### src/rtl/mem_bus_bridge.sv
// Avalon-MM style slave bridging the CPU waitrequest handshake onto a simple
// registered-read RAM port, with optional fixed/pseudo-random wait states.
module mem_bus_bridge #(
  parameter int          WAIT_CYCLES = 0,
  parameter int          RANDOM_WAIT = 0,
  parameter logic [15:0] LFSR_SEED   = 16'hACE1
) (
  input  logic        clk,
  input  logic        rst_n,
  input  logic [31:0] address,
  input  logic        read,
  input  logic        write,
  input  logic [31:0] writedata,
  input  logic [3:0]  byteenable,
  output logic        waitrequest,
  output logic [31:0] readdata,
  output logic        err,
  output logic [31:0] ram_a,
  output logic        ram_we,
  output logic [31:0] ram_wd,
  output logic [3:0]  ram_byteenable,
  input  logic [31:0] ram_rd
);

  localparam logic [7:0] LP_WAIT = 8'(WAIT_CYCLES);

  typedef enum logic [1:0] {
    S_IDLE,
    S_WAIT,
    S_ISSUE,
    S_DONE
  } state_t;

  state_t      r_state;
  state_t      w_next;
  logic [7:0]  r_cnt;
  logic [15:0] r_lfsr;
  logic [31:0] r_ram_a;
  logic [31:0] r_ram_wd;
  logic [3:0]  r_ram_be;
  logic [31:0] r_hold;
  logic        r_op_rd;
  logic        r_op_wr;
  logic        r_err;

  logic        w_req;
  logic        w_illegal;
  logic [7:0]  w_extra;

  assign w_req     = read | write;
  assign w_illegal = (read & write) | (address[1:0] != 2'b00);
  assign w_extra   = LP_WAIT + ((RANDOM_WAIT != 0) ? {6'b0, r_lfsr[1:0]} : 8'd0);

  always_ff @(posedge clk or negedge rst_n) begin
    if (!rst_n) begin
      r_state <= S_IDLE;
    end else begin
      r_state <= w_next;
    end
  end

  always_comb begin
    w_next = r_state;
    unique case (r_state)
      S_IDLE: begin
        if (w_req) begin
          if (w_illegal)          w_next = S_DONE;
          else if (w_extra != '0) w_next = S_WAIT;
          else                    w_next = S_ISSUE;
        end
      end
      S_WAIT:  if (r_cnt == 8'd1) w_next = S_ISSUE;
      S_ISSUE: w_next = S_DONE;
      S_DONE:  w_next = S_IDLE;
      default: w_next = S_IDLE;
    endcase
  end

  always_ff @(posedge clk or negedge rst_n) begin
    if (!rst_n) begin
      r_cnt    <= '0;
      r_lfsr   <= LFSR_SEED;
      r_ram_a  <= '0;
      r_ram_wd <= '0;
      r_ram_be <= '0;
      r_hold   <= '0;
      r_op_rd  <= 1'b0;
      r_op_wr  <= 1'b0;
      r_err    <= 1'b0;
    end else begin
      if (RANDOM_WAIT != 0) begin
        r_lfsr <= (r_lfsr >> 1) ^ (r_lfsr[0] ? 16'hB400 : 16'h0000);
      end
      unique case (r_state)
        S_IDLE: begin
          if (w_req) begin
            r_ram_a  <= address;
            r_ram_wd <= writedata;
            r_ram_be <= byteenable;
            r_op_rd  <= read;
            r_op_wr  <= write;
            r_err    <= w_illegal;
            r_cnt    <= w_extra;
          end
        end
        S_WAIT: r_cnt <= r_cnt - 8'd1;
        S_DONE: if (r_op_rd && !r_err) r_hold <= ram_rd;
        default: ;
      endcase
    end
  end

  // Completion outputs decode from state so reset forces them low immediately.
  assign waitrequest    = w_req & (r_state != S_DONE);
  assign ram_we         = (r_state == S_ISSUE) & r_op_wr & ~r_err;
  assign err            = (r_state == S_DONE) & r_err;
  assign ram_a          = r_ram_a;
  assign ram_wd         = r_ram_wd;
  assign ram_byteenable = r_ram_be;

  always_comb begin
    readdata = r_hold;
    if (r_state == S_DONE) begin
      if (r_err)        readdata = '0;
      else if (r_op_rd) readdata = ram_rd;
    end
  end

endmodule

### config.mk
export PLATFORM = sky130hd
export DESIGN_NAME = mem_bus_bridge
export DESIGN_NICKNAME = d
export VERILOG_FILES = /design/src/rtl/mem_bus_bridge.sv
export SDC_FILE = /design/constraint.sdc
export NUM_CORES = 1
export LEC_CHECK = 0
export CAP_MARGIN = 20
export CELL_PAD_IN_SITES_DETAIL_PLACEMENT = 1
export CELL_PAD_IN_SITES_GLOBAL_PLACEMENT = 1
export CORE_ASPECT_RATIO = 2
export CORE_MARGIN = 3
export CORE_UTILIZATION = 36
export CTS_CLUSTER_DIAMETER = 40
export DETAILED_ROUTE_END_ITERATION = 16
export PLACE_DENSITY = 0.95
export SLEW_MARGIN = 25
export SYNTH_ARGS = -nofsm -noshare
export SYNTH_HDL_FRONTEND = slang
export SYNTH_SLANG_ARGS = --single-unit
### constraint.sdc
create_clock -name clk -period 4.25 [get_ports clk]
set_input_delay 0.85 -clock clk [delete_from_list [all_inputs] [get_ports clk]]
set_output_delay 0.85 -clock clk [all_outputs]
set_load 0.02 [all_outputs]
==> flow_metrics.tcl, run 1 <==
set metrics [dict create \
    post_cts_buffers 0 \
    min_period_over_period 0.832 \
    avgSynthCellArea_um2 12.9 \
    relSlewSlack 0.510 \
    synth_top_area_share 0.565 \
    netlist_area_um2 5000 \
    fp-row-count 60 \
    syn_nets 493 \
    hold_path_class "input pin to async pin" \
    post-route-util 0.576 \
    syn_inst 387 \
    drive_above_1_share 0.222 \
    grt_first_pass_wirelength_mm 25.9 \
    place_congestion 0.800 \
    min_period_ns 3.53 \
    initial_core_util 0.370 \
    setup.worst_path.end_class "output pin" \
    p_leak_uw 0.00337 \
    cts.path.max_buffers 2 \
    cpPeakStageDelay_ns 0.71 \
    fillers 1332 \
    rsz0062_at_grt "no" \
    cts.htree.levels 4 \
    cp-start-kind "register" \
    die_w_um 89.4 \
    drc_errors 0 \
    timing.fmax_mhz 283 \
    area_delta_synth_final_pct 55.7 \
    synth.largest_area_cell "dfrtp_1" \
    cts-resized-gates 0 \
    startpoint "r_state[1]$_DFFE_PN0P_" \
    pin_count 207 \
    synth-seq-area-share 0.565 \
    root_buffer "clkbuf_16" \
    drtPass1Iterations 4 \
    numClockSinks 113 \
    synth_cell_types 37 \
    drt-vias-per-instance 5.19 \
    worstPathArrival_ns 2.68 \
    crit_type "register to output pin" \
    whs_ns 0.474 \
    grt_pass1_vias 4608 \
    synth_edf_count 0 \
    grt_overflow 0 \
    cts-buffers-inserted 17 \
    max_cap_viol_count 0 \
    outcome "complete, no violations" \
    irDropWorstVdd_mv 0.707 \
    clk_pin_slew_ns 0.06 \
    die_y_um 173 \
    dpl-instance-area_um2 7170 \
    slowest_stage "and3_1" \
    critPathRequiredTime_ns 3.40 \
    wl_per_cell_um 22.3 \
    synthFlopType "dfrtp_1" \
    port_buffers 206 \
    hold_buffers 0 \
    tightestPinTransition_ns 0.735 \
    async_reset_ff_frac 1.00 \
    yosysWarnings 0 \
    finalSetupViolations 0 \
    skew_ns 0.0102 \
    fp.coreArea_um2 13500 \
    clk_latency_ns 0.40 \
    antenna_found_initial 3 \
    hpwl_mm 12.6 \
    fp.dieArea_um2 15400 \
    grt_usage 0.226 \
    crit_chain "and3_1, buf_4, a21oi_1, clkdlybuf4s50_1" \
    routed_wl_mm 17.0 \
    slew_viol_final 0 \
    grt_max_degree 63 \
    drt_iter0_markers 104 \
    regToRegStartpoint "r_state[1]$_DFFE_PN0P_" \
    final_area_um2 7790 \
    finalSetupTns_ns 0 \
    worstPathMaxFanout 18 \
    final_nets 698 \
    vias 3958 \
    power_density_nw_per_um2 915 \
    yosys-top-cells-area "dfrtp_1 (57%), mux2_2 (13%), mux2_4 (9.0%), nand2_1 (5.0%), a21oi_1 (3.4%)" \
    finalHoldViolCount 0 \
    antenna_left 0 \
    tritoncts "done" \
    synth_common_cells "dfrtp_1 (113), nand2_1 (66), mux2_2 (59)" \
    synth_seq_cells 113 \
    synthMostInstantiatedCell "dfrtp_1" \
]
-- logic make-up (layout without fill, tap and decap cells) --
kind of cell / Yosys count / in the layout / synth area share
and+or+nand+nor: 89 / 89 / 0.0833
adders and majority gates: 2 / 2 / 0.00500
muxes: 106 / 106 / 0.260
DFF: 113 / 113 / 0.565
buffers and inverters: 27 / 244 / 0.0318
AOI/OAI and AO/OA: 50 / 50 / 0.0548
other: 0 / 3 / 0
-- per-layer routing --
metal	GRT usage	vias up	part of all wire
met5	0	-	0
met4	0.101	0	0.034
met3	0.0472	34	0.036
met2	0.438	127	0.60
met1	0.209	2042	0.32
li1	-	1755	-
-- through the flow --
stage | power, µW | worst slack (ns) | std cells
after floorplan | 3920 | 1.98 | 387
after CTS | 7200 | 0.721 | 759
final | 7120 | 0.716 | 762
after global placement | 5440 | 1.03 | 728
after detailed placement | 5680 | 0.989 | 728
after global routing | 7480 | 0.581 | 762
-- cell usage in the layout (no fill, tap or decap), types with 2 or more instances in the layout --
| cell | count |
|---|---|
| bufinv_16 | 3 |
| nor3_1 | 2 |
| nor2_1 | 3 |
| diode_2 | 3 |
| a21oi_1 | 34 |
| dfrtp_1 | 113 |
| ha_1 | 2 |
| mux2i_1 | 5 |
| clkbuf_16 | 17 |
| buf_4 | 4 |
| buf_12 | 2 |
| mux2_1 | 12 |
| a22o_1 | 2 |
| inv_1 | 2 |
| mux2_2 | 59 |
| o211ai_1 | 3 |
| clkinv_4 | 5 |
| and3_1 | 2 |
| clkinvlp_4 | 2 |
| inv_6 | 2 |
| clkdlybuf4s50_1 | 205 |
| o21ai_1 | 2 |
| nand2_1 | 66 |
| or2_1 | 2 |
| o21ai_0 | 6 |
| mux2_4 | 30 |
-- worst max-delay path: cells and delay by family (launching register included) --
kind / cells / cell delay [ns]
compound gates: 1 / 0.09
flops: 1 / 0.57
simple gates: 1 / 0.71
buf+inv: 2 / 0.91
-- final cells by class --
class / instances / area [µm²] / area share
sequential: 113 / 2830 / 0.363
timing repair buffer: 211 / 2120 / 0.272
clock inverter: 14 / 183 / 0.0235
tap: 155 / 194 / 0.0249
multi-input combinational: 247 / 2020 / 0.260
clock buffer: 17 / 425 / 0.0546
inverter: 2 / 7.51 / 0.000964
antenna: 3 / 7.51 / 0.000964
-- path summary, 6_finish.rpt --
path                       cells past startpoint                      to  slack, ns
setup / recovery                               4             readdata[4]       0.72
hold / removal                                 1   ram_a[30]$_DFFE_PN0P_       0.47
setup reg to reg                               4   r_hold[0]$_DFFE_PN0P_       2.11
hold reg to reg                                1  ram_wd[27]$_DFFE_PN0P_       0.50
max in group asynchronous                      2   ram_a[26]$_DFFE_PN0P_       2.95
min in group clk                               1  ram_wd[27]$_DFFE_PN0P_       0.50
-- power breakdown --
group	internal [µW]	leakage, µW	switching [µW]
Combinational	1860	0.00174	1790
Clock	929	0.000292	530
Sequential	1630	0.00133	393
-- sequential cells by signal, summed over array words and instances, names as in the netlist, 2 cells and up --
register / count
r_hold: 32
ram_a: 32
ram_wd: 32
r_cnt: 8
ram_byteenable: 4
r_state: 2
Note: power is estimated with default switching activity, not from simulation.
==> inputs of run 2 (changes only) <==
Settings changed: CORE_UTILIZATION 36 to 30, PLACE_DENSITY 0.95 to 0.87.
Clock period 4.25 ns to 3.2 ns, I/O delays scaled along.
==> flow_metrics.tcl, run 2 (same netlist as run 1, synthesis figures left out) <==
set metrics [dict create \
    worstPathArrival_ns 2.36 \
    regToRegStartpoint "r_state[1]$_DFFE_PN0P_" \
    hpwl_mm 11.8 \
    wl_per_cell_um 19.7 \
    grt_usage 0.177 \
    cts-buffers-inserted 17 \
    grt_max_degree 57 \
    skew_ns 0.0116 \
    p_seq_frac 0.283 \
    drt-vias-per-instance 4.82 \
    worstPathMaxFanout 33 \
    slew_viol_final 0 \
    rsz0062_at_grt "no" \
    fp-row-count 66 \
    r2r_end "r_hold[0]$_DFFE_PN0P_" \
    finalSetupViolations 0 \
    die_w_um 97.3 \
    power_density_nw_per_um2 1190 \
    final_nets 702 \
    pin_count 207 \
    fp.dieArea_um2 18400 \
    hold_buffers 0 \
    initial_core_util 0.306 \
    n_antenna_cell 0 \
    routed_wl_mm 16.0 \
    switching_power_uw 3460 \
    place_congestion 0.798 \
    min_period_over_period 0.937 \
    port_buffers 206 \
    p_leak_uw 0.00336 \
    antenna_left 0 \
    cts.path.max_buffers 2 \
    max_cap_viol_count 0 \
    antenna_found_initial 0 \
    grtUsageMet1 0.172 \
    outcome "complete, no violations" \
    cts.htree.levels 4 \
    relSlewSlack 0.490 \
    final_common_cell "clkdlybuf4s50_1" \
    layout_common_cells "clkdlybuf4s50_1 (205), dfrtp_1 (111), nand2_1 (66), mux2_2 (59), a21oi_1 (34)" \
    grt_first_pass_wirelength_mm 25.2 \
    cp-start-kind "register" \
    finalSetupTns_ns 0 \
    grt_overflow 0 \
    numClockSinks 113 \
    post_cts_buffers 0 \
    min_period_ns 3.00 \
    drc_errors 0 \
    switching_share 0.370 \
    clk_pin_slew_ns 0.06 \
    internal-power_uw 5870 \
    dp.cells 781 \
    final_cells 812 \
    r2r_slack_ns 1.23 \
    rr_worst_depth 5 \
    crit_type "register to output pin" \
    drtPass1Iterations 4 \
    clk_latency_ns 0.41 \
    area_delta_synth_final_pct 56.7 \
    finalHoldViolCount 0 \
    setup.worst_path.end_class "output pin" \
    met2_usage 0.341 \
    fillers 1718 \
    drt_iter0_markers 74 \
    tightestPinTransition_ns 0.765 \
    drive_above_1_share 0.229 \
    hold_path_class "input pin to async pin" \
    vias 3910 \
    pwr-share-clk 0.205 \
    combPwrFrac 0.512 \
    grt_pass1_vias 4454 \
    irDropWorstVdd_mv 0.450 \
    tritoncts "done" \
    gr-max-usage-layer "met2" \
    fp.coreArea_um2 16400 \
    timing.fmax_mhz 333 \
    globalRouteMet3Util 0.0367 \
    die_y_um 189 \
    critPathRequiredTime_ns 2.56 \
    root_buffer "clkbuf_16" \
]
run 2: changes by cell type in the layout (fill, tap and decap cells not counted), sizes merged:
| cell | change |
|---|---|
| clkinvlp | +1 |
| inv | -3 |
| clkbuf | +3 |
| buf | +4 |
| clkinv | -1 |
| diode | -3 |
run 2: power groups by stage:
| stage | registers, µW | logic, µW | clock network (µW) |
|---|---|---|---|
| floorplan | 3070 | 2140 | 0 |
| global placement | 2560 | 4680 | 0 |
| detailed placement | 2650 | 4810 | 0 |
| CTS | 2640 | 4850 | 1960 |
| global route | 2740 | 5050 | 2040 |
| finish | 2640 | 4770 | 1920 |
run 2: area by class of cell:
class	count	area (µm²)	area share
clock buffer	20	457	0.0583
inverter	2	7.51	0.000958
clock inverter	11	138	0.0176
tap	204	255	0.0326
timing repair buffer	215	2130	0.272
sequential	113	2830	0.361
multi-input combinational	247	2020	0.258
run 2: repair_timing:
| action | in CTS | in global routing |
|---|---|---|
| resized for setup | 1 | 2 |
| endpoints found under the setup margin | 1 | 3 |
| hold endpoints to repair | 0 | 0 |
run 2: through the flow:
step	hold slack, ns	area (µm²)	power [µW]	utilization	setup WS (ns)
2_1_floorplan	0.344	5000	5210	-	1.14
3_3_place_gp	0.461	7240	7240	0.443	0.499
3_5_place_dp	0.484	7240	7460	0.443	0.437
4_1_cts	0.320	7830	9450	0.479	0.0510
5_1_grt	0.349	7840	9830	0.479	0.0851
6_report	0.307	7840	9330	0.479	0.201
run 2: worst max-delay path, stage by stage (launching register included):
cell,delay (ns)
dfrtp_2,0.48
and3_1,0.20
buf_6,0.26
nand2_1,0.12
a21oi_1,0.22
clkdlybuf4s50_1,0.65
run 2: worst max-delay path by stage:
stage | end | cells after the start | slack (ns) | start
2_1_floorplan | readdata[10] | 5 | 1.14 | r_state[1]$_DFFE_PN0P_
3_3_place_gp | readdata[4] | 4 | 0.50 | ram_rd[4]
3_5_place_dp | readdata[3] | 5 | 0.44 | r_state[1]$_DFFE_PN0P_
4_1_cts | readdata[3] | 5 | 0.05 | r_state[1]$_DFFE_PN0P_
5_1_grt | readdata[3] | 5 | 0.09 | r_state[0]$_DFFE_PN0P_
6_report | readdata[3] | 5 | 0.20 | r_state[1]$_DFFE_PN0P_
run 2: routing by layer:
layer | part of all wire | routed length (µm)
met5 | 0 | 0
met4 | 0.043 | 683
met3 | 0.039 | 616
met2 | 0.58 | 9300
met1 | 0.34 | 5380
